`config.mk`:
```
export PLATFORM = sky130hd
export DESIGN_NAME = alu_issue_ctrl
export DESIGN_NICKNAME = d
export VERILOG_FILES = /design/src/rtl/alu_issue_ctrl.sv
export SDC_FILE = /design/constraint.sdc
export NUM_CORES = 1
export LEC_CHECK = 0
export ABC_AREA = 0
export CAP_MARGIN = 20
export CORE_ASPECT_RATIO = 1.5
export CORE_MARGIN = 5
export CORE_UTILIZATION = 45
export DETAILED_ROUTE_END_ITERATION = 10
export PLACE_DENSITY = 0.77
export SETUP_SLACK_MARGIN = 0.5
export SLEW_MARGIN = 15
export SYNTH_ARGS = -nofsm -noshare
export SYNTH_HDL_FRONTEND = slang
export SYNTH_SLANG_ARGS = --single-unit
```
`constraint.sdc`:
```
create_clock -name clk -period 3.3 [get_ports clk]
set_clock_uncertainty 0.05 [all_clocks]
set_input_delay 0.495 -clock clk [delete_from_list [all_inputs] [get_ports clk]]
set_output_delay 0.495 -clock clk [all_outputs]
set_load 0.1 [all_outputs]
```
`src/rtl/alu_issue_ctrl.sv`:
```
// ALU issue controller: accepts instructions over valid/ready, drives operands into a
// combinational ALU, and retires the result into a local register file and sticky flags.
package CPU_package;
  localparam int DATA_WIDTH = 8;

  typedef enum logic [3:0] {
    ALU_OP_ADD = 4'd0,
    ALU_OP_SUB = 4'd1,
    ALU_OP_MUL = 4'd2,
    ALU_OP_AND = 4'd3,
    ALU_OP_OR  = 4'd4,
    ALU_OP_XOR = 4'd5,
    ALU_OP_CPR = 4'd6
  } enum_alu_opcode_t;

  // Carry sits at bit 4 so the controller's default CARRY_BIT selects it.
  typedef struct packed {
    logic [1:0] rsvd;
    logic       overflow;
    logic       carry;
    logic       sign;
    logic       greater;
    logic       equal;
    logic       less;
  } struct_alu_flag_t;
endpackage

module alu_issue_ctrl
  import CPU_package::*;
#(
  parameter int NUM_REGS  = 8,
  parameter int REG_AW    = $clog2(NUM_REGS),
  parameter int CARRY_BIT = 4
) (
  input  logic                  clk,
  input  logic                  rst,
  input  logic                  instr_valid,
  output logic                  instr_ready,
  input  enum_alu_opcode_t      instr_op,
  input  logic [REG_AW-1:0]     instr_rd,
  input  logic [REG_AW-1:0]     instr_rs1,
  input  logic [REG_AW-1:0]     instr_rs2,
  input  logic                  instr_use_carry,
  input  logic                  ld_en,
  input  logic [REG_AW-1:0]     ld_addr,
  input  logic [DATA_WIDTH-1:0] ld_data,
  input  logic [REG_AW-1:0]     rd_addr,
  output logic [DATA_WIDTH-1:0] rd_data,
  output logic [DATA_WIDTH-1:0] in_a,
  output logic [DATA_WIDTH-1:0] in_b,
  output logic                  input_carry,
  output enum_alu_opcode_t      alu_opcode,
  input  logic [DATA_WIDTH-1:0] alu_out,
  input  struct_alu_flag_t      alu_out_flag,
  output logic                  wb_valid,
  output logic [REG_AW-1:0]     wb_rd,
  output logic [DATA_WIDTH-1:0] wb_data,
  output struct_alu_flag_t      flags
);

  typedef enum logic [1:0] {IDLE, ISSUE, CAPTURE} state_t;

  state_t                  state_q, state_d;
  logic [DATA_WIDTH-1:0]   regs_q [NUM_REGS];
  logic [DATA_WIDTH-1:0]   regs_d [NUM_REGS];
  struct_alu_flag_t        flags_q, flags_d;
  logic [DATA_WIDTH-1:0]   in_a_q, in_a_d, in_b_q, in_b_d;
  logic                    carry_q, carry_d;
  enum_alu_opcode_t        op_q, op_d;
  logic [REG_AW-1:0]       rd_q, rd_d;
  logic                    wb_valid_q, wb_valid_d;
  logic [REG_AW-1:0]       wb_rd_q, wb_rd_d;
  logic [DATA_WIDTH-1:0]   wb_data_q, wb_data_d;

  assign instr_ready = (state_q == IDLE);
  assign rd_data     = regs_q[rd_addr];
  assign in_a        = in_a_q;
  assign in_b        = in_b_q;
  assign input_carry = carry_q;
  assign alu_opcode  = op_q;
  assign wb_valid    = wb_valid_q;
  assign wb_rd       = wb_rd_q;
  assign wb_data     = wb_data_q;
  assign flags       = flags_q;

  // NOTE: every _d gets a default before the case so no path leaves a latch behind.
  always_comb begin
    state_d    = state_q;
    regs_d     = regs_q;
    flags_d    = flags_q;
    in_a_d     = in_a_q;
    in_b_d     = in_b_q;
    carry_d    = carry_q;
    op_d       = op_q;
    rd_d       = rd_q;
    wb_valid_d = 1'b0;
    wb_rd_d    = wb_rd_q;
    wb_data_d  = wb_data_q;

    // Host load first so a same-cycle writeback below overrides it.
    if (ld_en) regs_d[ld_addr] = ld_data;

    unique case (state_q)
      IDLE: begin
        if (instr_valid) begin
          in_a_d  = regs_q[instr_rs1];
          in_b_d  = regs_q[instr_rs2];
          carry_d = instr_use_carry ? flags_q[CARRY_BIT] : 1'b0;
          op_d    = instr_op;
          rd_d    = instr_rd;
          state_d = ISSUE;
        end
      end
      ISSUE: state_d = CAPTURE;
      CAPTURE: begin
        flags_d = alu_out_flag;
        if (op_q != ALU_OP_CPR) begin
          regs_d[rd_q] = alu_out;
          wb_valid_d   = 1'b1;
          wb_rd_d      = rd_q;
          wb_data_d    = alu_out;
        end
        state_d = IDLE;
      end
      default: state_d = IDLE;
    endcase
  end

  // NOTE: sequential state uses <= only, so every register samples the pre-edge values.
  always_ff @(posedge clk) begin
    if (rst) begin
      state_q    <= IDLE;
      // NOTE: the register file is reset explicitly because software relies on zeroed regs.
      for (int i = 0; i < NUM_REGS; i++) regs_q[i] <= '0;
      flags_q    <= '0;
      in_a_q     <= '0;
      in_b_q     <= '0;
      carry_q    <= 1'b0;
      op_q       <= ALU_OP_ADD;
      rd_q       <= '0;
      wb_valid_q <= 1'b0;
      wb_rd_q    <= '0;
      wb_data_q  <= '0;
    end else begin
      state_q    <= state_d;
      regs_q     <= regs_d;
      flags_q    <= flags_d;
      in_a_q     <= in_a_d;
      in_b_q     <= in_b_d;
      carry_q    <= carry_d;
      op_q       <= op_d;
      rd_q       <= rd_d;
      wb_valid_q <= wb_valid_d;
      wb_rd_q    <= wb_rd_d;
      wb_data_q  <= wb_data_d;
    end
  end

endmodule

```
==> results.toml, run 1 <==
[synthesis]
synth_top_area_share = 0.349
synthCells = 648
synth_area_leaders = "dfxtp_1 35%, mux2i_1 21%, a211oi_1 7.6%"
yosysSeqAreaShare = 0.349
ys_ff_latch = 110
ys_types = 36
synth_area_per_cell_um2 = 9.74
mappedNetlistArea_mm2 = 0.00631
synth_largest_area_cell = "dfxtp_1"
synth_nets = 696
synth_warnings = 0

[cells_and_area]
drive_gt1_frac = 0.133
design_area_mm2 = 0.00757
layout.nets = 729
utilization = 0.543
area.growth.synth_to_final_pct = 19.9

[setup_path]
cp_cell_sequence = "clkdlybuf4s50_1 -> buf_12 -> mux4_2 -> mux2_2 -> buf_12"
critPathBufInv = 3
max_stage_delay_ps = 520
crit_family = "buffers and inverters"
path_class = "primary input to primary output"
cp-end-kind = "primary output"
cpMostUsedCell = "buf_12"
worst_ep_required_time_ps = 2750
critPathArrivalTime_ps = 2190
worst_path_max_delay_cell = "mux4_2"
startpoint_type = "primary input"
cp.depth = 5
cp_max_fo = 16
reg2reg_depth = 3

[die]
start_util = 0.453
die_y_um = 155
dieArea_mm2 = 0.0165
coreArea_mm2 = 0.0139
io-pin-count = 98
dieWidth_um = 107
row_count = 53

[power]
p_int_uw = 2210
switchingPower_uw = 1000
powerDensity_mw_per_mm2 = 424
p_seq_frac = 0.446
p_leak_uw = 0.00274
power.share.switching = 0.313
clkPwrFrac = 0.343
comb_power_share = 0.211
ir_worst_vdd_uv = 244

[hold_path]
hold_path.class = "flip-flop to flip-flop"
hold_depth = 2

[sta]
slew_headroom = 0.325
post-route-min-period_ps = 2740
whs_ps = 412
tightestPinTransition_ps = 1010
report.final.slew_viol_count = 0
worst_slack_ps = 561
rsz0062_at_grt = "no"
report.final.setup_viol = 0
hold_viol_final = 0
fin_setup_tns_ps = 0
post-route-period-util = 0.830
max_freq_mhz = 365

[global_routing]
antenna_found_initial = 1
grt_pass1_wl_um = 31700
track_usage = 0.243
grt_pass1_vias = 5683
grt_start_max_net_pins = 65
overflow = 0

[route]
via_per_inst = 6.72
drc = 0
wl_per_cell_um = 24.0
drt_pre_antenna_iters = 5
final_antenna_net_count = 0
vias = 5727
routed_wl_um = 20400
drt_iter0_drc = 486

[flow_run]
cap_violations = 0

[cts]
clock_latency_ps = 350
postCtsSetupBuffers = 0
cts.sinks = 110
numCtsBuffers = 9
root_buffer = "clkbuf_16"
htreeDepth = 3
clk_pin_slew_worst_paths_ps = 70
cts_tree = "built"
cts_hold_buffers = 0
clk_path_buf_depth = 2

[place]
hpwl_um = 14900
io_buffers = 97
dp_slack_ps = 436
place_area_mm2 = 0.00725
gp_congestion = 0.942

[run_status]
status = "completed"
[Yosys cell counts, drive strengths merged]
master	count
and2	2
nand4b	3
mux2	8
a21oi	20
buf	49
nand2	17
nand2b	4
nor4b	1
or3b	2
nand3b	2
nand4	1
nor4	64
inv	1
a32o	16
nor3	1
o21ai	11
or3	9
nor2	11
a211oi	64
nor3b	2
mux4	16
and4bb	1
dfxtp	110
mux2i	135
nand4bb	1
nor2b	5
clkbuf	43
or4b	1
nor4bb	3
or2	1
a22oi	32
nand3	12
[area by class of cell]
| class | instances | area [um^2] |
|---|---|---|
| fill | 1235 | 6360 |
| multi-input combinational | 445 | 3720 |
| sequential | 110 | 2200 |
| timing repair buffer | 114 | 1140 |
| clock buffer | 10 | 229 |
| tap | 165 | 206 |
| clock inverter | 6 | 68.8 |
| inverter | 1 | 3.75 |
| antenna | 1 | 2.50 |
[sequential cells by signal, summed over array words and instances (netlist names)]
| signal | count |
|---|---|
| state_q | 2 |
| flags | 8 |
| wb_valid | 1 |
| wb_rd | 3 |
| alu_opcode | 4 |
| input_carry | 1 |
| in_b | 8 |
| rd_q | 3 |
| regs_q | 64 |
| in_a | 8 |
| wb_data | 8 |
[through the flow]
stage               std cells  total power [uW]
finish                    852              3210
global route              852              3300
CTS                       851              3220
detailed placement        835              2130
global placement          835              2120
floorplan                 648              1930
[kinds of logic after synthesis]
group | after synthesis | share of synthesized area
simple gates | 143 | 0.135
flops | 110 | 0.349
mux | 159 | 0.285
buf+inv | 93 | 0.0660
compound gates | 143 | 0.164
[routing by layer]
layer / part of all wire / global-route usage
met1: 0.39 / 0.295
met2: 0.50 / 0.407
met3: 0.075 / 0.0452
met4: 0.039 / 0.127
met5: 0 / 0
[what timing repair did]
action | CTS | global route
gates resized for setup | 2 | 2
setup endpoints to repair | 8 | 6
gates cloned | 0 | 0
[worst reg2reg max path, stage by stage (launching register included)]
cell	delay, ps
dfxtp_1	450
nand3b_1	670
or3_1	830
a211oi_1	290
[worst paths after layout]
check                           startpoint          to  slack (ps)
worst max-delay path            rd_addr[0]  rd_data[0]         560
worst min-delay path              flags[0]    flags[0]         410
worst max register to register  state_q[1]  regs_q[31]         920
worst min register to register    flags[0]    flags[0]         410
[cells in the final DEF, fill, tap and decap left out, types with 5 or more instances in the layout]
| master | n |
|---|---|
| o21ai_0 | 9 |
| nor2b_1 | 5 |
| clkbuf_16 | 9 |
| nor4_1 | 64 |
| or3_1 | 9 |
| buf_4 | 33 |
| nor2_1 | 11 |
| a21oi_1 | 20 |
| a32o_1 | 16 |
| a22oi_1 | 32 |
| a211oi_1 | 64 |
| clkdlybuf4s50_1 | 68 |
| nand3_1 | 12 |
| nand2_1 | 17 |
| mux2_2 | 8 |
| mux2i_1 | 135 |
| dfxtp_1 | 110 |
| mux4_2 | 16 |
| buf_12 | 9 |
[power groups by stage]
stage          logic (uW)  clock network (uW)  registers [uW]
2_1_floorplan         327                   0            1600
3_3_place_gp          658                   0            1460
3_5_place_dp          670                   0            1460
4_1_cts               674                1120            1430
5_1_grt               705                1160            1440
6_report              677                1100            1430
Power figures use the tool's default switching activity.
==> inputs of run 2 (changes only) <==
Clock period 3.3 ns to 2.9 ns, I/O delays scaled along.
==> results.toml, run 2 (same netlist as run 1, synthesis figures left out) <==
[cells_and_area]
utilization = 0.552
final_common_cell = "mux2i_1"
fillers = 1208
layoutNonFillerInstCount = 863
largest-register = "regs_q"
area.growth.synth_to_final_pct = 21.7
drive_gt1_frac = 0.185
layout.nets = 740
largest_reg_flops = 64
final_cell_mix = "135 x mux2i_1, 110 x dfxtp_1, 67 x buf_4"

[place]
hpwl_um = 15300
io_buffers = 97
dp_cells = 844
gp_congestion = 0.902

[die]
io-pin-count = 98
row_count = 53
start_util = 0.453
die_y_um = 155
coreArea_mm2 = 0.0139
dieWidth_um = 107
dieArea_mm2 = 0.0165

[sta]
hold_viol_final = 0
fin_setup_tns_ps = 0
tightestPinTransition_ps = 958
post-route-min-period_ps = 2340
rsz0062_at_grt = "no"
max_freq_mhz = 428
report.final.setup_viol = 0
post-route-period-util = 0.806
whs_ps = 414
report.final.slew_viol_count = 0
slew_headroom = 0.361

[setup_path]
cp_max_fo = 8
critPathArrivalTime_ps = 1850
cp-end-kind = "primary output"
worst_ep_required_time_ps = 2410
startpoint_type = "primary input"
cp_cell_sequence = "clkdlybuf4s15_2 -> buf_12 -> mux4_2 -> mux2_4 -> buf_12"
reg2reg_slack_ps = 760
cpMostUsedCell = "buf_12"
path_class = "primary input to primary output"
worst_path_max_delay_cell = "mux4_2"
max_stage_delay_ps = 510

[run_status]
status = "completed"

[power]
powerDensity_mw_per_mm2 = 491
p_leak_uw = 0.00288
ir_worst_vdd_uv = 378

[global_routing]
antenna_found_initial = 1
grt_pass1_wl_um = 32200
overflow = 0
grt_pass1_vias = 5907
track_usage = 0.247
grt_start_max_net_pins = 74

[cts]
clock_latency_ps = 340
root_buffer = "clkbuf_16"
cts_tree = "built"
cts.sinks = 110
numCtsBuffers = 9
clk_path_buf_depth = 2
clk_pin_slew_worst_paths_ps = 70
htreeDepth = 3

[hold_path]
hold_path.class = "flip-flop to flip-flop"

[route]
drt_iter0_drc = 409
final_antenna_net_count = 0
drt_pre_antenna_iters = 5
wl_per_cell_um = 24.1
drc = 0
vias = 5801
routed_wl_um = 20800
via_per_inst = 6.72

[flow_run]
cap_violations = 0
## run 2: changes by cell type in the layout (fill, tap and decap cells not counted), sizes merged
| cell | change |
|---|---|
| buf | +36 |
| clkdlybuf4s15 | +2 |
| clkinvlp | +1 |
| inv | -1 |
| bufinv | +1 |
| clkdlybuf4s50 | -26 |
| dlymetal6s2s | -1 |
| clkinv | -1 |
## run 2: area by class of cell
cell class	count	area, um^2	area share
diodes	1	2.50	0.000326
clock buffers	10	239	0.0311
clock inverters	6	92.6	0.0121
inverters	1	3.75	0.000489
multi-input cells	445	3750	0.488
flip-flops and latches	110	2200	0.287
well taps	165	206	0.0269
repair buffers	125	1190	0.155
## run 2: critical path, delay by kind of cell
| kind | cells | cell delay (ps) |
|---|---|---|
| buffers and inverters | 3 | 610 |
| muxes | 2 | 810 |
## run 2: report_power, final
part	total [uW]	switching [uW]	internal, uW
Clock	1360	571	786
Combinational	784	506	278
Sequential	1630	64.5	1570
Total	3770	1140	2630
## run 2: metrics by stage
step | setup slack, ps | area (um^2) | total power, uW
5_1_grt | 531 | 7680 | 3890
4_1_cts | 543 | 7680 | 3780
2_1_floorplan | 556 | 6340 | 2200
6_report | 562 | 7680 | 3770
3_3_place_gp | 307 | 7310 | 2420
3_5_place_dp | 293 | 7310 | 2440
## run 2: what timing repair did
item / 4_1_cts / 5_1_grt
hold buffers: 0 / 0
pin swaps: 0 / 0
endpoints found under the hold margin: 0 / 0
setup endpoints to repair: 8 / 1
cloned: 1 / 0
buffers inserted: 1 / 0
resized for setup: 5 / 1
## run 2: path summary, 6_finish.rpt
path,from,to,cells after the start
setup / recovery,rd_addr[0],rd_data[5],5
hold / removal,flags[0],flags[0],2
setup reg to reg,rd_q[2],regs_q[16],3
hold reg to reg,flags[0],flags[0],2
## run 2: per-layer routing
metal | GRT usage | part of all wire | vias to the layer above
li1 | - | - | 2617
met1 | 0.288 | 0.38 | 2802
met2 | 0.421 | 0.49 | 304
met3 | 0.0432 | 0.074 | 78
met4 | 0.143 | 0.056 | 0
met5 | 0 | 0 | -
==> inputs of run 3 (changes only) <==
Clock period 2.9 ns to 2.4 ns, I/O delays scaled along.
==> results.toml, run 3 (same netlist as run 1, synthesis figures left out) <==
[run_status]
status = "completed"

[cells_and_area]
drive_gt1_frac = 0.315
design_area_mm2 = 0.00807
final_cell_mix = "134 x mux2i_1, 99 x buf_4, 64 x nor4_1, 64 x a211oi_1, 50 x dfxtp_1"
largest-register = "regs_q"
layout.nets = 775
area.growth.synth_to_final_pct = 27.9
largest_reg_flops = 64
final_common_cell = "mux2i_1"

[power]
powerDensity_mw_per_mm2 = 543
power.share.switching = 0.324
switchingPower_uw = 1420
p_int_uw = 2960
clkPwrFrac = 0.323
comb_power_share = 0.229
p_leak_uw = 0.00310
ir_worst_vdd_uv = 373
p_seq_frac = 0.447
power.total_uw = 4380

[route]
drt_pre_antenna_iters = 5
routed.top_layer = "met4"
met1_length_um = 8100
wl_per_cell_um = 24.7
vias = 6056
final_antenna_net_count = 0
routed_wl_um = 22200
via_per_inst = 6.74
dr_wl_met2_um = 10900
wl_met3_um = 2290
drt_iter0_drc = 606
drc = 0

[flow_run]
cap_violations = 0

[setup_path]
critPathArrivalTime_ps = 1650
cp_cell_sequence = "mux4_2 -> mux2_4 -> buf_12"
max_stage_delay_ps = 480
worst_path_max_delay_cell = "mux4_2"
cp-end-kind = "primary output"
cp_max_fo = 4
crit_family = "multiplexers"
startpoint_type = "flip-flop"
critPathBufInv = 1
path_class = "flip-flop to primary output"
worst_ep_required_time_ps = 1990

[sta]
tightestPinTransition_ps = 981
rsz0062_at_grt = "yes"
report.final.slew_viol_count = 0
post-route-period-util = 0.856
max_freq_mhz = 487
hold_viol_final = 0
post-route-min-period_ps = 2060
report.final.setup_viol = 0
slew_headroom = 0.346
worst_slack_ps = 345

[die]
die_y_um = 155
row_count = 53
dieWidth_um = 107
io-pin-count = 98
dieArea_mm2 = 0.0165
coreArea_mm2 = 0.0139
start_util = 0.453

[global_routing]
grt_pass1_wl_um = 33500
track_usage = 0.260
grt_pass1_vias = 6043
overflow = 0
grt_start_max_net_pins = 94
antenna_found_initial = 2

[cts]
numCtsBuffers = 9
clock_latency_ps = 350
clk_path_buf_depth = 2
cts.sinks = 110
clk_pin_slew_worst_paths_ps = 70
cts_tree = "built"
htreeDepth = 3
root_buffer = "clkbuf_16"
cts_hold_buffers = 0

[place]
io_buffers = 97
gp_congestion = 0.983
dp_slack_ps = -62.5
place_area_mm2 = 0.00741
hpwl_um = 15400

[hold_path]
hold_path.class = "flip-flop to flip-flop"
==> run 3: cell count changes in the layout (fill, tap and decap cells not counted), sizes merged <==
cell / change
buf: +37
bufinv: -2
clkdlybuf4s15: -2
clkinv: +2
clkinvlp: -1
diode: +1
==> run 3: layout make-up <==
| class | instances | area, um^2 |
|---|---|---|
| fillers | 1171 | 5850 |
| clock inverters | 5 | 45.0 |
| diodes | 2 | 5.00 |
| inverters | 1 | 3.75 |
| clock buffers | 10 | 229 |
| well taps | 165 | 206 |
| flip-flops and latches | 110 | 2320 |
| repair buffers | 160 | 1470 |
| multi-input cells | 445 | 3790 |
==> run 3: worst reg2reg max path: stages, from the launching register on <==
cell	delay (ps)
dfxtp_2	450
or3b_1	400
or3_1	510
a211oi_1	310
==> run 3: final timing paths <==
check,startpoint,endpoint,slack [ps],depth (start not counted)
max,regs_q[9],rd_data[1],340,3
min,flags[5],flags[5],410,2
max reg2reg,rd_q[0],regs_q[54],570,3
min reg2reg,flags[5],flags[5],410,2
==> run 3: routing by layer <==
metal / global-route usage / vias up
met4: 0.124 / 0
li1: - / 2690
met2: 0.447 / 403
met5: 0 / -
met1: 0.296 / 2889
met3: 0.0722 / 74
==> run 3: repair_timing <==
action                                  CTS  global route
endpoints found under the hold margin     0             0
cloned                                    1             0
setup buffers                            26             3
endpoints found under the setup margin   18            72
resized for setup                        77            13
==> run 3: power groups by stage <==
stage | Sequential [uW] | Combinational (uW) | Clock, uW
after global routing | 1960 | 1040 | 1510
after global placement | 2000 | 936 | 0
after CTS | 1950 | 990 | 1420
after detailed placement | 2010 | 952 | 0
after floorplan | 2200 | 463 | 0
final | 1960 | 1000 | 1420
==> run 3: per-stage QoR <==
stage / std cells / TNS, ps / hold slack [ps] / util
3_5_place_dp: 851 / -365 / 403 / 0.532
5_1_grt: 897 / 0 / 435 / 0.580
2_1_floorplan: 648 / 0 / 438 / -
3_3_place_gp: 851 / -267 / 396 / 0.532
4_1_cts: 893 / 0 / 415 / 0.575
6_report: 898 / 0 / 412 / 0.580
